### src/rtl/reaction_pkg.sv
// reaction_pkg: state encoding and shared constants for the reaction-time round controller.
package reaction_pkg;

    typedef enum logic [2:0] {
        S_IDLE       = 3'd0,
        S_ARM        = 3'd1,
        S_WAIT_DELAY = 3'd2,
        S_MEASURE    = 3'd3,
        S_RECORD     = 3'd4,
        S_FINISH     = 3'd5
    } state_t;

    localparam int MAX_MS_DEFAULT = 9999;

endpackage

### src/rtl/reaction_round_ctrl_rise_detect.sv
// rise_detect: registered rising-edge detector. History resets high so a level
// already asserted when reset releases never reports an edge.
module rise_detect (
    input  logic clk,
    input  logic rst,
    input  logic i_level,
    output logic o_rise
);

    logic r_cur;
    logic r_prev;

    always_ff @(posedge clk) begin
        if (rst) begin
            r_cur  <= 1'b1;
            r_prev <= 1'b1;
        end else begin
            r_cur  <= i_level;
            r_prev <= r_cur;
        end
    end

    assign o_rise = r_cur & ~r_prev;

endmodule

### src/rtl/reaction_round_ctrl.sv
// reaction_round_ctrl: sequences reaction-game rounds and keeps last/best/average times.
// Build option FALSE_START_EN: a stop in WAIT_DELAY scores MAX_MS and flags false_start.
module reaction_round_ctrl
    import reaction_pkg::*;
#(
    parameter int NUM_ROUNDS = 4,
    parameter int CNT_W      = 16,
    parameter int MAX_MS     = MAX_MS_DEFAULT
) (
    input  logic             clk,
    input  logic             rst,
    input  logic             tick_ms,
    input  logic             start,
    input  logic             stop,
    output logic             delay_trigger,
    input  logic             delay_done,
    output logic             lfsr_en,
    output logic             count_clr,
    output logic             count_en,
    input  logic [CNT_W-1:0] count,
    output logic [CNT_W-1:0] round_time,
    output logic [CNT_W-1:0] best_time,
    output logic [CNT_W-1:0] avg_time,
    output logic             round_valid,
    output logic             false_start,
    output logic             busy,
    output logic             done,
    output logic [3:0]       round_idx
);

    localparam int SUM_W  = CNT_W + 4;
    localparam int AVG_SH = $clog2(NUM_ROUNDS);

    state_t           r_state;
    state_t           w_next;
    logic             w_start_rise;
    logic             w_stop_rise;
    logic             w_timeout;
    logic             w_last_round;
    logic             w_session_start;
    logic             w_fs_evt;
    logic             w_unused_tick;
    logic [CNT_W-1:0] r_capture;
    logic [CNT_W-1:0] r_round_time;
    logic [CNT_W-1:0] r_best;
    logic [CNT_W-1:0] r_avg;
    logic [SUM_W-1:0] r_sum;
    logic [3:0]       r_idx;
    logic             r_round_valid;

    // The ms counter lives outside; the tick is only meaningful to it.
    assign w_unused_tick = tick_ms;

    rise_detect u_start_rise (
        .clk     (clk),
        .rst     (rst),
        .i_level (start),
        .o_rise  (w_start_rise)
    );

    rise_detect u_stop_rise (
        .clk     (clk),
        .rst     (rst),
        .i_level (stop),
        .o_rise  (w_stop_rise)
    );

    assign w_timeout       = (count >= CNT_W'(MAX_MS));
    assign w_last_round    = (r_idx == 4'(NUM_ROUNDS - 1));
    assign w_session_start = ((r_state == S_IDLE) || (r_state == S_FINISH)) && w_start_rise;

`ifdef FALSE_START_EN
    logic r_false_start;

    // delay_done in the same cycle takes priority and swallows the stop edge.
    assign w_fs_evt = (r_state == S_WAIT_DELAY) && !delay_done && w_stop_rise;

    always_ff @(posedge clk) begin
        if (rst)                  r_false_start <= 1'b0;
        else if (w_session_start) r_false_start <= 1'b0;
        else if (w_fs_evt)        r_false_start <= 1'b1;
    end

    assign false_start = r_false_start;
`else
    assign w_fs_evt    = 1'b0;
    assign false_start = 1'b0;
`endif

    always_ff @(posedge clk) begin
        if (rst) r_state <= S_IDLE;
        else     r_state <= w_next;
    end

    always_comb begin
        w_next = r_state;
        case (r_state)
            S_IDLE, S_FINISH: if (w_start_rise) w_next = S_ARM;
            S_ARM:            w_next = S_WAIT_DELAY;
            S_WAIT_DELAY: begin
                if (delay_done)    w_next = S_MEASURE;
                else if (w_fs_evt) w_next = S_RECORD;
            end
            S_MEASURE:        if (w_stop_rise || w_timeout) w_next = S_RECORD;
            S_RECORD:         w_next = w_last_round ? S_FINISH : S_ARM;
            default:          w_next = S_IDLE;
        endcase
    end

    always_comb begin
        lfsr_en       = 1'b0;
        delay_trigger = 1'b0;
        count_clr     = 1'b0;
        count_en      = 1'b0;
        busy          = 1'b1;
        done          = 1'b0;
        case (r_state)
            S_IDLE: begin
                lfsr_en = ~rst;
                busy    = 1'b0;
            end
            S_ARM: begin
                delay_trigger = 1'b1;
                count_clr     = 1'b1;
            end
            S_MEASURE: count_en = 1'b1;
            S_FINISH: begin
                done = 1'b1;
                busy = 1'b0;
            end
            default: ;
        endcase
    end

    always_ff @(posedge clk) begin
        if (rst) begin
            r_capture     <= '0;
            r_round_time  <= '0;
            r_round_valid <= 1'b0;
            r_sum         <= '0;
            r_best        <= '1;
            r_avg         <= '0;
            r_idx         <= '0;
        end else begin
            r_round_valid <= 1'b0;
            if (w_session_start) begin
                r_sum  <= '0;
                r_best <= '1;
                r_idx  <= '0;
            end
            // A stop edge coinciding with the limit keeps the real count.
            if (w_fs_evt) begin
                r_capture <= CNT_W'(MAX_MS);
            end else if (r_state == S_MEASURE) begin
                if (w_stop_rise)    r_capture <= count;
                else if (w_timeout) r_capture <= CNT_W'(MAX_MS);
            end
            if (r_state == S_RECORD) begin
                r_round_time  <= r_capture;
                r_round_valid <= 1'b1;
                r_sum         <= r_sum + SUM_W'(r_capture);
                r_best        <= (r_capture < r_best) ? r_capture : r_best;
                r_idx         <= r_idx + 4'd1;
            end
            if (r_state == S_FINISH) r_avg <= CNT_W'(r_sum >> AVG_SH);
        end
    end

    assign round_time  = r_round_time;
    assign best_time   = r_best;
    assign avg_time    = r_avg;
    assign round_valid = r_round_valid;
    assign round_idx   = r_idx;

endmodule

### config.mk
export PLATFORM = sky130hd
export DESIGN_NAME = reaction_round_ctrl
export DESIGN_NICKNAME = d
export VERILOG_FILES = /design/src/rtl/reaction_pkg.sv /design/src/rtl/reaction_round_ctrl_rise_detect.sv /design/src/rtl/reaction_round_ctrl.sv
export SDC_FILE = /design/constraint.sdc
export NUM_CORES = 1
export LEC_CHECK = 0
export ABC_CLOCK_PERIOD_IN_PS = 3200
export BUFFER_PORTS_ARGS = -buffer_cell sky130_fd_sc_hd__buf_2
export CORE_ASPECT_RATIO = 0.7
export CORE_MARGIN = 2
export CORE_UTILIZATION = 60
export DETAILED_ROUTE_END_ITERATION = 16
export PLACE_DENSITY = 0.85
export RECOVER_POWER = 50
export SLEW_MARGIN = 15
export SYNTH_ARGS = -nofsm -noshare
export SYNTH_HDL_FRONTEND = slang
export SYNTH_HIERARCHICAL = 1
export SYNTH_SLANG_ARGS = --single-unit
export TNS_END_PERCENT = 10
### constraint.sdc
create_clock -name clk -period 3.2 [get_ports clk]
set_input_delay 0.48 -clock clk [delete_from_list [all_inputs] [get_ports clk]]
set_output_delay 0.48 -clock clk [all_outputs]
set_load 0.1 [all_outputs]
==> results.txt <==
----------------------------------------------------
[Layout]
  Filler cell count ... between 600 and 700
  Number of inserted diodes ... 0
  Sequential cell area ... 0.00188 mm^2
  Number of nets at the end of the flow ... between 600 and 700
  Area growth syn-to-layout ... 11.6%
  Area occupied by multi-input gates ... around 0.0025 mm^2
  Fraction of final layout cells with drive strength greater than 1 ... around 9.3%

[Timing]
  Endpoints failing hold ... 0
  Slack of the critical path ... 750 ps
  Setup-violating endpoint count in the final report ... 0
  Relative slew slack ... -1.42%
  Slew @ Worst Pin ... around 1500 ps
  Maximum clock rate ... 408 MHz
  Worst clock skew ... about 8 ps
  RSZ-0062 raised after global routing ... no
  Shortest period the worst path allows ... ~2400 ps
  Number of max-slew violations in the final report ... 35
  Final period util ... about 77%
  Post-route setup TNS ... 0 ps

[Drt]
  Met2 routed wirelength ... around 5.2 mm
  Total number of vias ... between 4,000 and 5,000
  First drt pass iteration count ... 5
  Wire length per cell ... between 15 and 20 um
  DRC marker count from the first detailed-route iteration ... about 270
  Via density per instance ... 5.75
  Final routed DRC violation total ... 0
  Met3 routed WL ... between 600 and 700 um
  Highest routed metal layer ... met4
  Routed wire length ... 11.2 mm
  Post-route antenna net violation count ... 0
  Length of routed wiring on met1 ... 5.16 mm

[Critical path]
  Worst path required time ... between 2000 and 3000 ps
  Startpoint type of the worst setup path ... flop
  Destination of the worst register-to-register timing path ... r_sum[16]
  Reg-to-Reg Start ... r_capture[0]
  Worst-case reg-to-reg path depth ... 8
  Nature of the critical path endpoint ... output port
  Data arrival, critical path ... between 1500 and 2000 ps
  Maximum fanout encountered on the critical timing path ... 18
  Worst R2R Setup Slack ... just under 800 ps
  Kind of critical path ... reg -> out

[Floorplanning]
  Initial standard-cell utilization of the core ... ~63%
  Floorplan row count ... 26
  Number of placed I/O pins ... 82
  Total die area ... 0.00839 mm^2
  Die Height ... 77.2 um
  DIE WIDTH ... approximately 110 um
  Placeable core region ... around 0.0074 mm^2

[Synthesis]
  Number of instances in the synthesized netlist ... roughly 560
  Syn_area_per_cell ... 8.26 um^2
  Number of warnings reported in the yosys synthesis log ... 6
  Number of enable flip-flop cells after synthesis ... 0
  Area leader, netlist ... dfxtp_1
  Most instantiated flip-flop cell in the synthesis netlist ... dfxtp_1
  Portion of synthesized cell area occupied by the leading cell type ... 40.9%
  Flop and latch count out of synthesis ... between 90 and 100
  Xor/xnor cell area share of the yosys netlist ... 2.67%
  Simple logic cell fraction of the synthesized area ... between 20% and 30%
  Number of distinct library cells after synthesis ... between 50 and 60
  Top-count cell post-synth ... dfxtp_1
  Most used standard cells in the synthesized netlist ... 94 x dfxtp_1, 85 x nand2_1, 78 x nor2_1
  Netlist Area Pre-Place ... between 0.004 and 0.005 mm^2
  FFs w/ async S/R, synth ... 0%
  Sequential-to-total area share from yosys stat ... a little over 40%
  Combinational family with the most area after synthesis ... simple AND/OR/NAND/NOR gates
  Adder-cell share of the synthesized area ... 9.14%
  Nets in the synthesized netlist ... between 600 and 700
  Cells taking the most area after synthesis ... dfxtp_1 41%, ha_1 8.7%, nand2_1 6.9%
  Multiplexer share of the synthesized area ... under 10%
  Compound-cell area share of the yosys netlist ... ~18%

[Power]
  Post-layout power ... 2.09 mW
  Proportion of total power due to net switching ... between 20% and 30%
  Clock network fraction of total power ... between 30% and 40%
  Internal portion of total power ... 1.60 mW
  Worst voltage drop across the vdd grid ... approximately 340 uV
  Cell leakage power ... 2.41 nW
  Sequential fraction of design power ... between 50% and 60%
  Pwr per Cell Area ... roughly 400 mW/mm^2
  Switch Pwr ... slightly below 0.5 mW
  Share of total power in combinational logic ... roughly 5.7%

[Status]
  Outcome ... complete, but fails checks
  Violated checks ... capacitance limit, slew limit

[Clocking]
  Clock insertion delay at the later pin of the skew report ... about 370 ps
  Clock tree from TritonCTS ... done
  Hold buffers post-CTS ... 0
  CTS Buf Count ... 9
  Maximum level of the CTS H-tree ... 3
  Clock-pin slew of the registers on the worst-case setup and hold paths ... ~80 ps
  Clock net sink count ... 94
  Post-cts sizing count ... 0
  Longest Clk Path Bufs ... 2
  Clock Root Buffer ... clkbuf_8
  Buffer count from post-CTS setup fixing ... 0

[Placement]
  Placer congestion estimate ... 0.958
  Post-placement setup slack ... ~880 ps
  Number of I/O port buffers ... between 70 and 80
  Total half-perimeter wirelength after legalization and detailed placement ... 8.21 mm

[Global route]
  Via count of the first global-routing pass ... 3,887
  Total global-route track usage ... ~28%
  Maximum number of pins on one net before global-route repair ... 38
  Gr ovfl total ... 0
  Global-route wire length before repair ... roughly 18 mm
  Initial antenna violation count ... 0

[Run]
  Count of max-cap constraint violations ... 1

[Min path]
  Hold Crit Start ... start
  Endpoint of the worst hold path ... u_start_rise/r_cur
  Worst hold stages ... 2
  Path category of the worst min-delay check ... in -> reg

----------------------------------------------------
## critical path, stage by stage (launching register included)
cell	delay, ps
dfxtp_1	540
nand3b_1	180
clkinv_1	410
buf_2	460
## area by class of cell
cell class / instances / share of cell area, %
timing repair buffer: 86 / 7.53
clock buffer: 13 / 3.10
clock inverter: 1 / 0.585
sequential: 94 / 36.7
multi-input combinational: 408 / 48.0
tap: 98 / 2.39
inverter: 24 / 1.76
## power groups by stage
stage / Clock [mW] / Sequential (mW) / Combinational (mW)
detailed placement: 0 / 1.21 / 0.119
global placement: 0 / 1.21 / 0.116
CTS: 0.797 / 1.18 / 0.119
finish: 0.788 / 1.18 / 0.119
global route: 0.838 / 1.18 / 0.127
floorplan: 0 / 1.21 / 0.0928
## cell usage in the layout, fill, tap and decap left out, drive strengths merged, types with 8 or more instances in the layout
master  instances
a21o           13
a21oi          55
a22oi          14
buf            38
clkbuf         61
dfxtp          94
ha             32
inv            23
mux2i          16
nand2          86
nand3           8
nor2           79
nor3           12
o21ai          11
## cells by family (layout without fill, tap and decap cells)
| kind of cell | after synthesis | after routing |
|---|---|---|
| fa+ha+maj | 33 | 33 |
| other cells | 1 | 1 |
| compound gates | 127 | 127 |
| xor+xnor | 14 | 14 |
| flops | 94 | 94 |
| simple gates | 216 | 216 |
| mux | 17 | 17 |
| buf+inv | 55 | 124 |
## layer usage
metal / global-route usage, % / vias to the layer above
met3: 6.55 / 16
met5: 0 / -
li1: - / 2041
met2: 44.9 / 123
met1: 36.6 / 1985
met4: 8.08 / 0
## state kept, by name, summed over array words and instances, names as in the netlist
name / flops
r_sum: 18
avg_time: 16
best_time: 16
r_capture: 16
round_time: 16
round_idx: 4
r_state: 3
round_valid: 1
u_start_rise/r_cur: 1
u_start_rise/r_prev: 1
u_stop_rise/r_cur: 1
u_stop_rise/r_prev: 1
## how the worst max path moves through the flow
| stage | startpoint | to | slack (ps) | cells past startpoint |
|---|---|---|---|---|
| after global routing | r_state[1] | done | 600 | 3 |
| after detailed placement | r_capture[0] | r_sum[16] | 880 | 8 |
| after floorplan | r_state[0] | delay_trigger | -490 | 4 |
| after CTS | r_state[1] | done | 760 | 3 |
| after global placement | r_capture[0] | r_sum[16] | 880 | 8 |
| final | r_state[1] | done | 750 | 3 |
## through the flow
step	cells	utilization (%)	cell area, um^2	hold slack (ps)
floorplan	557	-	4600	402
global placement	710	68.1	5000	411
detailed placement	710	68.1	5000	416
CTS	724	70.6	5190	289
global route	724	69.8	5130	302
finish	724	69.8	5130	301
(Power assumes the default switching activity.)
